File: config.mk
export PLATFORM = sky130hd
export DESIGN_NAME = uart_rx_fifo
export DESIGN_NICKNAME = d
export VERILOG_FILES = /design/src/rtl/uart_rx_fifo.sv
export SDC_FILE = /design/constraint.sdc
export NUM_CORES = 1
export LEC_CHECK = 0
export ABC_CLOCK_PERIOD_IN_PS = 2650
export CAP_MARGIN = 0
export CORE_UTILIZATION = 54
export DETAILED_ROUTE_END_ITERATION = 7
export PLACE_DENSITY = 0.79
export SLEW_MARGIN = 40
export SYNTH_ARGS = -nofsm -noshare
export SYNTH_HDL_FRONTEND = slang
export SYNTH_SLANG_ARGS = --single-unit
export TNS_END_PERCENT = 100
File: constraint.sdc
create_clock -name clk -period 2.65 [get_ports clk]
set_clock_uncertainty 0.1 [all_clocks]
set_input_delay 0.53 -clock clk [delete_from_list [all_inputs] [get_ports clk]]
set_output_delay 0.53 -clock clk [all_outputs]
set_load 0.02 [all_outputs]
File: src/rtl/uart_rx_fifo.sv
// Receive-side FWFT buffer behind a UART receiver: byte FIFO with sticky overflow
// and a one-shot idle-gap pulse once the line goes quiet after traffic.
module uart_rx_fifo #(
    parameter int unsigned DATA_BITS   = 8,
    parameter int unsigned DEPTH       = 16,
    parameter int unsigned IDLE_CYCLES = 4340
) (
    input  logic                         clk,
    input  logic                         rst,
    input  logic                         i_data_valid,
    input  logic [DATA_BITS-1:0]         i_data,
    output logic                         o_data_valid,
    input  logic                         i_data_ready,
    output logic [DATA_BITS-1:0]         o_data,
    output logic [$clog2(DEPTH+1)-1:0]   o_count,
    output logic                         o_overflow,
    input  logic                         i_clear_overflow,
    output logic                         o_idle_timeout
);

    localparam int unsigned PTR_W  = $clog2(DEPTH);
    localparam int unsigned CNT_W  = $clog2(DEPTH + 1);
    localparam int unsigned IDLE_W = $clog2(IDLE_CYCLES);

    // The pulse is registered, so the decision is taken one cycle early: the counter
    // would reach IDLE_CYCLES-1 in the cycle the pulse is visible.
    localparam logic [IDLE_W-1:0] IDLE_LAST = IDLE_W'(IDLE_CYCLES - 2);

    typedef enum logic [0:0] {
        StIdle,
        StArmed
    } idle_state_e;

    logic [DATA_BITS-1:0] mem [DEPTH];
    logic [PTR_W-1:0]     wr_ptr;
    logic [PTR_W-1:0]     rd_ptr;
    logic [CNT_W-1:0]     count;
    logic [CNT_W-1:0]     count_next;
    logic                 data_valid;
    logic                 overflow;
    logic                 full;
    logic                 push;
    logic                 pop;
    logic                 drop;

    idle_state_e          idle_state;
    logic [IDLE_W-1:0]    idle_cnt;
    logic                 idle_pulse;

    always_comb begin
        full       = (count == CNT_W'(DEPTH));
        pop        = data_valid && i_data_ready;
        push       = i_data_valid && (!full || pop);
        drop       = i_data_valid && full && !pop;
        count_next = count + CNT_W'(push) - CNT_W'(pop);
    end

    // Storage carries no reset; occupancy and pointers define what is valid.
    always_ff @(posedge clk) begin
        if (push) begin
            mem[wr_ptr] <= i_data;
        end
    end

    always_ff @(posedge clk) begin
        if (rst) begin
            wr_ptr     <= '0;
            rd_ptr     <= '0;
            count      <= '0;
            data_valid <= 1'b0;
        end else begin
            if (push) begin
                wr_ptr <= wr_ptr + PTR_W'(1);
            end
            if (pop) begin
                rd_ptr <= rd_ptr + PTR_W'(1);
            end
            count      <= count_next;
            data_valid <= (count_next != '0);
        end
    end

    // A drop in the same cycle as a clear keeps the flag set.
    always_ff @(posedge clk) begin
        if (rst) begin
            overflow <= 1'b0;
        end else if (drop) begin
            overflow <= 1'b1;
        end else if (i_clear_overflow) begin
            overflow <= 1'b0;
        end
    end

    always_ff @(posedge clk) begin
        if (rst) begin
            idle_state <= StIdle;
            idle_cnt   <= '0;
            idle_pulse <= 1'b0;
        end else begin
            idle_pulse <= 1'b0;
            if (i_data_valid) begin
                idle_state <= StArmed;
                idle_cnt   <= '0;
            end else begin
                unique case (idle_state)
                    StArmed: begin
                        if (idle_cnt == IDLE_LAST) begin
                            idle_pulse <= 1'b1;
                            idle_state <= StIdle;
                            idle_cnt   <= '0;
                        end else begin
                            idle_cnt <= idle_cnt + IDLE_W'(1);
                        end
                    end
                    default: begin
                        idle_cnt <= '0;
                    end
                endcase
            end
        end
    end

    always_comb begin
        o_data_valid   = data_valid;
        o_data         = mem[rd_ptr];
        o_count        = count;
        o_overflow     = overflow;
        o_idle_timeout = idle_pulse;
    end

endmodule

==> results.json <==
{
  "via_per_inst": 5.79,
  "synthAdderAreaFrac": 0.0263,
  "min_path_type": "reg2reg",
  "cts_tree": "built",
  "synth_xor_area_frac": 0.0285,
  "synthesis.area_sq_um": 6460,
  "maxCapViolCount": 0,
  "relSlewSlack": 0.491,
  "clkSinkCount": 162,
  "firstDrtPassIters": 6,
  "synth_compound_area_frac": 0.0296,
  "overflow": 0,
  "max-clock-path-buffers": 2,
  "hold_buffers": 0,
  "clk_pin_slew_ns": 0.06,
  "ys_seq_elements": 162,
  "postPlaceCellArea_sq_um": 7040,
  "max_freq_ghz": 0.376,
  "io_buffer_count": 28,
  "dieArea_sq_um": 12400,
  "die_x_um": 111,
  "period_needed_ns": 2.66,
  "synthMuxAreaShare": 0.121,
  "arrival_ns": 2.03,
  "areaGrowthSynthToFinish_pct": 19.8,
  "crit_fanout": 5,
  "yosysTopAreaCell": "edfxtp_1",
  "vias": 3467,
  "drive_gt1_frac": 0.265,
  "stdcell_count": 599,
  "cpMaxStageDelayCell": "mux4_2",
  "multi_input_area_sq_um": 1820,
  "start_kind": "register",
  "ys_top_cells_by_area": "edfxtp_1, dfxtp_1, mux4_2",
  "synth_top_area_frac": 0.595,
  "utilization": 0.672,
  "core_sq_um": 11500,
  "initial_core_util": 0.561,
  "regArea_sq_um": 4530,
  "whs_ns": 0.374,
  "htree_levels": 4,
  "root_buffer": "clkbuf_16",
  "period_share": 1.00,
  "synth-seq-area-share": 0.700,
  "hold_start": "idle_cnt[0]$_SDFF_PP0_",
  "avgRoutedWirePerCell_um": 20.1,
  "synth_nets": 408,
  "cp_slowest_stage_delay_ns": 0.51,
  "drt_iter0_markers": 206,
  "clk-insertion-delay-late_ns": 0.42,
  "p_leak_nw": 2.57,
  "finalHoldViolations": 0,
  "worst_slew_pin_slew_ns": 0.761,
  "numCtsBuffers": 17,
  "rrSetupSlack_ns": 0.18,
  "path_buf_inv": 3,
  "vdd_ir_drop_max_mv": 0.494,
  "synthDistinctLibCells": 37,
  "grt_pass1_wl_um": 19300,
  "synth_top_family_by_area": "multiplexers",
  "place.gp.congestion": 0.786,
  "die_h_um": 111,
  "n_antenna_cell": 0,
  "cp_cell_sequence": "buf_12 -> buf_16 -> mux4_2 -> a22oi_2 -> nand2_1 -> buf_6",
  "drv_slew": 0,
  "grt_max_degree": 33,
  "crit_type": "reg2out",
  "setup_violations": 3,
  "drcViolationCount": 6,
  "stdcell_area_sq_um": 7740,
  "routed_wl_um": 12100,
  "ioPinCount": 29,
  "cp-end-kind": "output pin",
  "reg2reg_from": "o_count[3]$_SDFF_PP0_",
  "num-nets-final": 469,
  "netlist_instances": 382,
  "violations": "DRC, setup timing",
  "critPathTopFamily": "multiplexers",
  "grt_pass1_vias": 3607,
  "final_antenna_net_count": 0,
  "place_inst": 562,
  "yosysWarningCount": 0,
  "rows": 39,
  "outcome": "complete, but fails checks",
  "nFillCells": 775,
  "grtUsageTotal": 0.215,
  "grt_setup_unrepaired": "true",
  "p_per_area_nw_per_um2": 849,
  "post-dp-hpwl_um": 7530,
  "syn_avg_cell_area_sq_um": 16.9,
  "antenna_found_initial": 0,
  "fin_ws_ns": -0.0103,
  "synth-simple-area-share": 0.0709,
  "worstPathRequired_ns": 2.02
}
[registers in the layout, summed over array words and instances (netlist names), named ones only]
register	flops
idle_cnt	13
idle_state	1
mem	128
o_count	5
o_data_valid	1
o_idle_timeout	1
o_overflow	1
rd_ptr	4
wr_ptr	4
[worst register-to-register path, delay by kind of cell, from the launching register on]
family	cells	cell delay, ns
flip-flops	1	0.33
AND/OR/NAND/NOR	3	0.29
adder cells (fa/ha/maj)	3	0.74
buffers and inverters	1	0.08
AO/OA/AOI/OAI	4	0.60
XOR/XNOR	1	0.20
[cell usage after synthesis]
cell,number
inv_1,9
mux4_1,14
nor3_1,6
a41oi_1,1
o21bai_1,1
nand2b_1,3
a21o_1,1
nand4bb_1,1
edfxtp_1,128
xnor2_1,15
nand4_1,3
buf_2,5
buf_1,1
buf_6,3
clkbuf_1,4
clkdlybuf4s25_2,3
nor4bb_1,1
mux4_2,18
o211ai_1,2
xor2_1,6
and3_1,2
and2_1,2
mux2i_1,1
dfxtp_1,34
buf_4,1
nor4_1,4
and2b_1,1
nor2b_1,4
nor4b_1,1
o21a_1,1
ha_1,12
a21oi_1,5
nand3_1,6
a22oi_1,16
nor2_1,45
fa_1,1
nand2_1,21
[repair_timing]
action                                  CTS  global route
endpoints found under the setup margin    8             9
buffers inserted                          4             1
gates resized for setup                  67             9
cloned                                    3             0
pin swaps                                11             6
[per-layer routing]
| metal | vias up | wire length, um | track usage |
|---|---|---|---|
| met5 | - | 0 | 0 |
| met4 | 0 | 237 | 0.0919 |
| met3 | 20 | 612 | 0.0604 |
| met2 | 100 | 6180 | 0.355 |
| met1 | 1767 | 5020 | 0.268 |
| li1 | 1580 | - | - |
[per-stage QoR]
stage	setup TNS [ns]	power, mW	worst slack (ns)
CTS	-0.301	6.63	-0.0604
floorplan	0	3.70	0.118
detailed placement	-1.17	4.11	-0.209
global route	-0.321	6.82	-0.0697
global placement	-0.239	4.07	-0.139
finish	-0.0181	6.57	-0.0103
[final timing paths]
path	endpoint	cells after the start
max	o_data[0]	6
min	idle_cnt[0]$_SDFF_PP0_	1
max reg2reg	o_data_valid$_SDFF_PP0_	12
min reg2reg	idle_cnt[0]$_SDFF_PP0_	1
[cell usage in the layout, fill, tap and decap left out, types with 3 or more instances in the layout]
master and instances:
clkbuf_16 20, nand4_1 3, ha_1 12, nor4_1 4, buf_6 7, edfxtp_1 128, nor3_1 5, nand2_1 20
a22oi_2 14, mux4_2 31, nor2_1 43, clkdlybuf4s50_1 20, buf_4 24, nand3_1 6, dfxtp_1 33, nor2b_1 4
buf_2 3, nand2b_1 3, inv_6 4, inv_4 3, buf_12 3, xor2_1 6, a21oi_1 5, inv_1 9
xnor2_1 15
[cells by family (layout without fill, tap and decap cells)]
group	Yosys count	in the layout
buffers and inverters	26	100
multiplexers	33	33
XOR/XNOR	21	21
AO/OA/AOI/OAI	27	27
AND/OR/NAND/NOR	100	100
adder cells (fa/ha/maj)	13	13
flip-flops	162	162
[where the power goes]
group	internal (mW)	switching [mW]
Clock	1.38	1.01
Combinational	0.639	0.606
Sequential	2.86	0.0737
[cell type report]
type,instances,share of cell area
flip-flops and latches,162,0.585
repair buffers,59,0.0761
well taps,143,0.0231
clock inverters,12,0.0115
clock buffers,20,0.0647
multi-input cells,194,0.235
inverters,9,0.00436
(Power assumes the default switching activity.)
